File: config.mk
export PLATFORM = sky130hd
export DESIGN_NAME = fetch_prefetch_queue
export DESIGN_NICKNAME = d
export VERILOG_FILES = /design/src/rtl/fetch_prefetch_queue.sv
export SDC_FILE = /design/constraint.sdc
export NUM_CORES = 1
export LEC_CHECK = 0
export BUFFER_PORTS_ARGS = -buffer_cell sky130_fd_sc_hd__buf_2
export CAP_MARGIN = 10
export CORE_MARGIN = 2
export CORE_UTILIZATION = 60
export CTS_BUF_LIST = sky130_fd_sc_hd__clkbuf_4 sky130_fd_sc_hd__clkbuf_8
export DETAILED_ROUTE_END_ITERATION = 12
export MAX_ROUTING_LAYER = met4
export PLACE_DENSITY_LB_ADDON = 0.08
export SLEW_MARGIN = 20
export SYNTH_ARGS = -nofsm -noshare
export SYNTH_HDL_FRONTEND = slang
export SYNTH_SLANG_ARGS = --single-unit
File: constraint.sdc
create_clock -name clk -period 18.9 [get_ports clk]
set_input_delay 1.89 -clock clk [delete_from_list [all_inputs] [get_ports clk]]
set_output_delay 1.89 -clock clk [all_outputs]
set_load 0.005 [all_outputs]
File: src/rtl/fetch_prefetch_queue.sv
// Instruction fetch front end: owns the PC, issues word fetches over a valid/ready
// channel, pairs in-order responses with their PC and buffers them for decode.
module fetch_prefetch_queue #(
  parameter int unsigned DEPTH    = 4,
  parameter logic [31:0] RESET_PC = 32'h0000_0000
) (
  input  logic        clk,
  input  logic        rst,
  input  logic        PCSrcE,
  input  logic [31:0] PCTargetE,
  input  logic        StallD,
  output logic        imem_req_valid,
  input  logic        imem_req_ready,
  output logic [31:0] imem_req_addr,
  input  logic        imem_rsp_valid,
  input  logic [31:0] imem_rsp_data,
  output logic [31:0] InstrD,
  output logic [31:0] PCD,
  output logic [31:0] PCPlus4D,
  output logic        ValidD
);

  localparam int unsigned PTR_W = (DEPTH > 1) ? $clog2(DEPTH) : 1;
  localparam int unsigned CNT_W = $clog2(DEPTH) + 1;
  localparam int unsigned SUM_W = CNT_W + 1;

  typedef struct packed {
    logic [31:0] instr;
    logic [31:0] pc;
  } entry_t;

  entry_t      fifo_q [DEPTH];
  logic [31:0] tag_q  [DEPTH];

  logic [31:0]      pc_q,      pc_d;
  logic [CNT_W-1:0] count_q,   count_d;
  logic [CNT_W-1:0] out_q,     out_d;
  logic [CNT_W-1:0] drop_q,    drop_d;
  logic [PTR_W-1:0] wr_ptr_q,  wr_ptr_d;
  logic [PTR_W-1:0] rd_ptr_q,  rd_ptr_d;
  logic [PTR_W-1:0] tag_wr_q,  tag_wr_d;
  logic [PTR_W-1:0] tag_rd_q,  tag_rd_d;

  logic [SUM_W-1:0] budget;
  logic             req_fire;
  logic             rsp_ok;
  logic             push;
  logic             pop;
  entry_t           head;

  // Every buffered or in-flight fetch holds a slot, so a push never finds the FIFO full.
  assign budget         = SUM_W'(count_q) + SUM_W'(out_q);
  assign imem_req_valid = rst && !PCSrcE && (budget < SUM_W'(DEPTH));
  assign imem_req_addr  = pc_q;
  assign req_fire       = imem_req_valid && imem_req_ready;

  // Responses with nothing in flight are a protocol error and are ignored.
  assign rsp_ok = imem_rsp_valid && (out_q != '0);
  assign push   = rsp_ok && (drop_q == '0) && !PCSrcE;
  assign pop    = ValidD && !StallD && !PCSrcE;

  assign head     = fifo_q[rd_ptr_q];
  assign ValidD   = (count_q != '0);
  assign InstrD   = ValidD ? head.instr : 32'h0;
  assign PCD      = ValidD ? head.pc : 32'h0;
  assign PCPlus4D = ValidD ? (head.pc + 32'd4) : 32'h0;

  // Next-state logic; a redirect overrides every other FIFO and PC update.
  always_comb begin
    pc_d     = pc_q;
    count_d  = count_q;
    out_d    = out_q + CNT_W'(req_fire) - CNT_W'(rsp_ok);
    drop_d   = drop_q;
    wr_ptr_d = wr_ptr_q;
    rd_ptr_d = rd_ptr_q;
    tag_wr_d = tag_wr_q + PTR_W'(req_fire);
    tag_rd_d = tag_rd_q + PTR_W'(rsp_ok);

    if (PCSrcE) begin
      pc_d     = PCTargetE;
      count_d  = '0;
      wr_ptr_d = '0;
      rd_ptr_d = '0;
      // Everything still in flight after this edge belongs to the old path.
      drop_d   = out_q - CNT_W'(rsp_ok);
    end else begin
      if (req_fire) begin
        pc_d = pc_q + 32'd4;
      end
      if (rsp_ok && (drop_q != '0)) begin
        drop_d = drop_q - CNT_W'(1);
      end
      count_d  = count_q + CNT_W'(push) - CNT_W'(pop);
      wr_ptr_d = wr_ptr_q + PTR_W'(push);
      rd_ptr_d = rd_ptr_q + PTR_W'(pop);
    end
  end

  always_ff @(posedge clk or negedge rst) begin
    if (!rst) begin
      pc_q     <= RESET_PC;
      count_q  <= '0;
      out_q    <= '0;
      drop_q   <= '0;
      wr_ptr_q <= '0;
      rd_ptr_q <= '0;
      tag_wr_q <= '0;
      tag_rd_q <= '0;
    end else begin
      pc_q     <= pc_d;
      count_q  <= count_d;
      out_q    <= out_d;
      drop_q   <= drop_d;
      wr_ptr_q <= wr_ptr_d;
      rd_ptr_q <= rd_ptr_d;
      tag_wr_q <= tag_wr_d;
      tag_rd_q <= tag_rd_d;
    end
  end

  // Storage arrays carry no reset; occupancy is tracked by the counters above.
  always_ff @(posedge clk) begin
    if (req_fire) begin
      tag_q[tag_wr_q] <= pc_q;
    end
    if (push) begin
      fifo_q[wr_ptr_q] <= '{instr: imem_rsp_data, pc: tag_q[tag_rd_q]};
    end
  end

endmodule

# --- Yosys cells after proc, flatten, opt, wreduce, memory -nomap -nowiden ---
# Memory sizes are Yosys's and may differ from the RTL's.
# Index checks and enable logic that the tools add are counted.
word_totals:
  elab_cells: 55
  ff_bits: 49
  out_inout_bits: 130
  inputBits: 70
  n_memories: 2
  ram_bits: 384
memory_table:
  columns: ["name", "words", "word_bits", "read_ports", "rd_clocked_by_memory_dff", "write_ports", "line_no", "rtl"]
  rows:
  - ["fifo_q", 4, 64, 1, 0, 1, "32", "entry_t fifo_q [DEPTH];"]
  - ["tag_q", 4, 32, 1, 0, 1, "33", "logic [31:0] tag_q [DEPTH];"]
classes:
  muxes: 14
  n_reduce_logical: 17
  order_cmp: 1
  addsub: 13
op_table:
  columns: ["cell", "count"]
  rows:
  - ["32-bit two-way mux", 5]
  - ["32-bit by 3-bit adder with 32-bit output, second input constant", 2]
  - ["1-bit logical AND", 9]
  - ["3-bit two-way mux", 3]
  - ["3-bit nonzero test", 3]
  - ["3-bit by 1-bit subtractor with 3-bit output", 3]
  - ["2-bit by 1-bit adder with 2-bit output", 4]
  - ["3-bit by 1-bit adder with 3-bit output", 2]
  - ["3-bit by 3-bit adder with 4-bit output", 1]
  - ["4-bit by 3-bit less-than comparator with 1-bit output, second input constant", 1]
  - ["1-bit two-way mux", 4]
  - ["2-bit two-way mux", 2]
  - ["2-bit nonzero test", 2]
  - ["3-bit zero test", 1]
  - ["3-bit by 1-bit subtractor with 3-bit output, second input constant", 1]
  - ["1-bit zero test", 2]

# --- Logic depth before layout (Yosys ltp) ---
logic_depth:
  depth_word: 7
  depth_mapped: 12
  mapped_depth_nobuf: 12

# --- Worst setup path before layout ---
# No wires, ideal clock.
synth_timing:
  path_kind: "in2reg"
  from: "input port PCSrcE"
  to: "memory fifo_q[1][0] in the netlist's numbering, enable pin"
  slack_ps: 11103
  path_buffers: 1
  stages: 4
  setup_time_ps: 578
  arrival_time_ps: 7219
  required_ps: 18322
  path_cell_list: "clkbuf_1 nor3_1 inv_1 nor3b_1"
synth_via:
  elab_chain_len: 4
synth_lines:
  columns: ["element", "line_no", "rtl"]
  rows:
  - ["from (decl)", "9", "input logic PCSrcE,"]
  - ["1-bit zero test", "59", "assign push = rsp_ok && (drop_q == '0) && !PCSrcE;"]
  - ["1-bit logical AND", "59", null]
  - ["1-bit two-way mux", "126", "if (push) begin"]
  - ["1-bit two-way mux (not written as such)", "127", "fifo_q[wr_ptr_q] <= '{instr: imem_rsp_data, pc: tag_q[tag_rd_q]};"]
  - ["to (decl)", "32", null]
# Every way passes these cells.

# --- Worst setup path in the final report ---
layout_timing:
  from: "register rd_ptr_q[0]"
  to: "output port PCPlus4D[28]"
layout_via:
  elab_chain_len: 3
layout_lines:
  columns: ["element", "line_no", "rtl"]
  rows:
  - ["from (decl)", "40", "logic [PTR_W-1:0] rd_ptr_q, rd_ptr_d;"]
  - ["from (signal assigned)", "115", "rd_ptr_q <= rd_ptr_d;"]
  - ["memory read 4 x 64 bit", null, null]
  - ["32-bit by 3-bit adder with 32-bit output", "66", "assign PCPlus4D = ValidD ? (head.pc + 32'd4) : 32'h0;"]
  - ["32-bit two-way mux", "66", null]
  - ["to (decl)", "19", "output logic [31:0] PCPlus4D,"]
# Every way passes these cells.

==> impl_metrics.py <==
metrics = {
    "synth": {
        "yosysUniqueCellTypes": 53,
        "yosys.area.top_type": "edfxtp_1",
        "synth_ff_type": "edfxtp_1",
        "syn_avg_cell_area_um2": 17.8,
        "synthMuxAreaShare_pct": 12.7,
        "synth-simple-area-share_pct": 8.29,
        "synthTopCellsByArea": "edfxtp_1 64%, mux4_2 11%, dfrtp_1 6.8%",
        "synth_nets": 1097,
        "synth_top_area_share_pct": 64.3,
        "synth_cells": 1009,
        "synth_top_family_by_area": "multiplexers",
        "yosysSeqAreaShare_pct": 71.2,
        "synth_fa_ha_area_share_pct": 1.34,
        "synth_edf_count": 384,
        "yosysWarnings": 0,
        "syn_area_um2": 17900,
        "postSynth.asyncResetShare_pct": 11.3,
        "synth_seq_cells": 433,
        "synth_compound_area_share_pct": 3.01,
        "yosys.area_share.xor_xnor_pct": 1.37,
    },
    "worst_hold_path": {
        "hold_class": "reg -> reg",
        "min_from": "tag_rd_q[0]",
    },
    "sta": {
        "setup_ws_ns": 13.04,
        "rsz0062_at_grt": "no",
        "slew-limit-headroom_pct": 33.1,
        "min_period_ns": 5.86,
        "skew_ns": 0.0265,
        "finalSetupViolCount": 0,
        "drv_slew": 0,
        "period_share_pct": 31.0,
        "fmax_mhz": 171,
        "hold_violations": 0,
        "setup_tns_ns": 0,
        "hold_ws_ns": 0.550,
        "worstMarginPinSlew_ns": 1.00,
    },
    "routing": {
        "vias": 9985,
        "avgViaCountPerCell": 5.92,
        "post_drt_wl_per_cell_um": 20.8,
        "drc_errors": 0,
        "wl_mm": 35.1,
        "antenna_left": 0,
        "dr.first_iter.drc_count": 863,
        "first_pass_iters": 4,
    },
    "cells_and_area": {
        "finalNonFillerCells": 1687,
        "final_cell_mix": "384 x edfxtp_1, 199 x buf_2, 89 x mux4_2",
        "diodes": 0,
        "utilization_pct": 69.9,
        "nNetsFinal": 1333,
        "syn_to_final_growth_pct": 15.3,
        "design_area_um2": 20700,
        "fillerInstances": 1968,
        "drive_gt1_share_pct": 33.8,
        "final_common_cell": "edfxtp_1",
    },
    "worst_setup_path": {
        "cp.arrival_ns": 3.97,
        "worstPathMaxFanout": 34,
        "crit_start": "rd_ptr_q[0]",
        "timing.rr.start": "count_q[1]",
        "endpoint_kind": "output pin",
        "startpoint_type": "flop",
        "cp.required_ns": 17.01,
        "worstSetupPathType": "reg -> out",
    },
    "power_and_ir_drop": {
        "vdd_drop_max_mv": 0.0552,
        "totalPowerFinal_mw": 2.51,
        "p_leak_nw": 7.35,
        "powerDensity_nw_per_um2": 121,
    },
    "cts": {
        "clock_sinks": 433,
        "clk_latency_ns": 0.58,
        "cts_root_buf": "clkbuf_8",
        "post_cts_resized": 0,
        "cts_tree": "yes",
        "postCtsSetupRepairBufs": 0,
        "cts_buffers": 70,
        "hold_buffers": 0,
        "htreeDepth": 3,
        "clock_path_buffers": 3,
        "clkTransAtPathRegs_ns": 0.06,
    },
    "placement": {
        "hpwlAfterDp_mm": 21.2,
        "port_buffers": 199,
        "place_ws_ns": 13.55,
        "dpl_cell_area_um2": 19300,
        "gp_congestion": 0.843,
        "dp.cells": 1563,
    },
    "global_routing": {
        "grt_pass1_wl_mm": 55.1,
        "grt_pass1_vias": 10000,
        "grt.total_usage_pct": 23.9,
        "grt_max_degree": 66,
        "grt-ovfl-total": 0,
        "grt_antenna_before_repair": 0,
    },
    "floorplanning": {
        "die_h_um": 177,
        "initial_core_util_pct": 60.6,
        "core_area_um2": 29600,
        "row_count": 63,
        "pin_count": 200,
        "dieArea_um2": 31300,
        "fp.dieW_um": 177,
    },
    "status": {
        "status": "complete, no violations",
    },
    "run": {
        "maxCapViolations": 0,
    },
}
==> layout make-up <==
type,count,area (µm²),area share (%)
Timing Repair Buffer,215,1120,5.40
Clock inverter,28,186,0.902
Multi-Input combinational cell,500,4820,23.3
Clock buffer,96,1190,5.76
Sequential cell,433,12800,61.8
Inverter,25,93.8,0.454
Tap cell,390,488,2.36
==> where the power goes <==
group          leakage [nW]  total (mW)  internal (mW)  switching (mW)
logic                  2.57       0.515          0.239           0.276
registers              4.06        1.21           1.14          0.0642
clock network         0.721       0.784          0.436           0.348
total                  7.35        2.51           1.82           0.688
==> worst max-delay path, cell delays in order (launching register included) <==
cell     delay (ns)
dfrtp_4        0.85
buf_4          0.67
mux4_1         0.50
and4_1         0.32
nand4_1        0.27
or4_1          0.46
a21oi_1        0.16
buf_2          0.13
==> cells by family (layout without fill, tap and decap cells) <==
logic type | after synthesis | in the layout
AND/OR/NAND/NOR | 265 | 265
multiplexers | 104 | 104
flip-flops | 433 | 433
AO/OA/AOI/OAI | 85 | 85
XOR/XNOR | 28 | 28
buffers and inverters | 76 | 364
adder cells (fa/ha/maj) | 18 | 18
==> flip-flops by register name (all words and copies together), names as in the netlist, 3 cells and up <==
name and cells:
drop_q 3, fifo_q 256, imem_req_addr 32, count_q 3
out_q 3, tag_q 128
==> final timing paths <==
| path | endpoint | slack, ns | depth (start not counted) |
|---|---|---|---|
| hold / removal | tag_rd_q[0] | 0.55 | 1 |
| min in group asynchronous | imem_req_addr[6] | 1.42 | 2 |
| hold reg to reg | tag_rd_q[0] | 0.55 | 1 |
| max in group asynchronous | rd_ptr_q[0] | 16.97 | 2 |
| setup reg to reg | imem_req_addr[12] | 15.78 | 8 |
| setup / recovery | PCPlus4D[28] | 13.04 | 7 |
==> metal layers <==
layer	vias to the layer above	routed length, µm	track usage, %
met5	-	0	-
met4	0	607	8.02
met3	52	2350	4.21
met2	410	16800	36.7
met1	5018	15400	33.1
li1	4505	-	-
==> cells in the mapped netlist, drive strengths merged (2+ instances only) <==
cell    number
a21o         2
a21oi       22
a221o        4
a31oi        3
and2        63
and3        10
and4         4
buf         19
clkbuf      31
dfrtp       49
edfxtp     384
fa           2
ha          16
inv         24
mux2         5
mux2i        3
mux4        96
nand2       42
nand3       27
nand4       22
nor2        42
nor2b        9
nor3        12
nor3b        2
nor4         6
o211ai       5
o21ai       27
o311ai      11
o31ai        7
or2          2
or3         10
or4         11
xnor2       17
xor2        11
No activity file was read; power rests on OpenSTA's default activity.
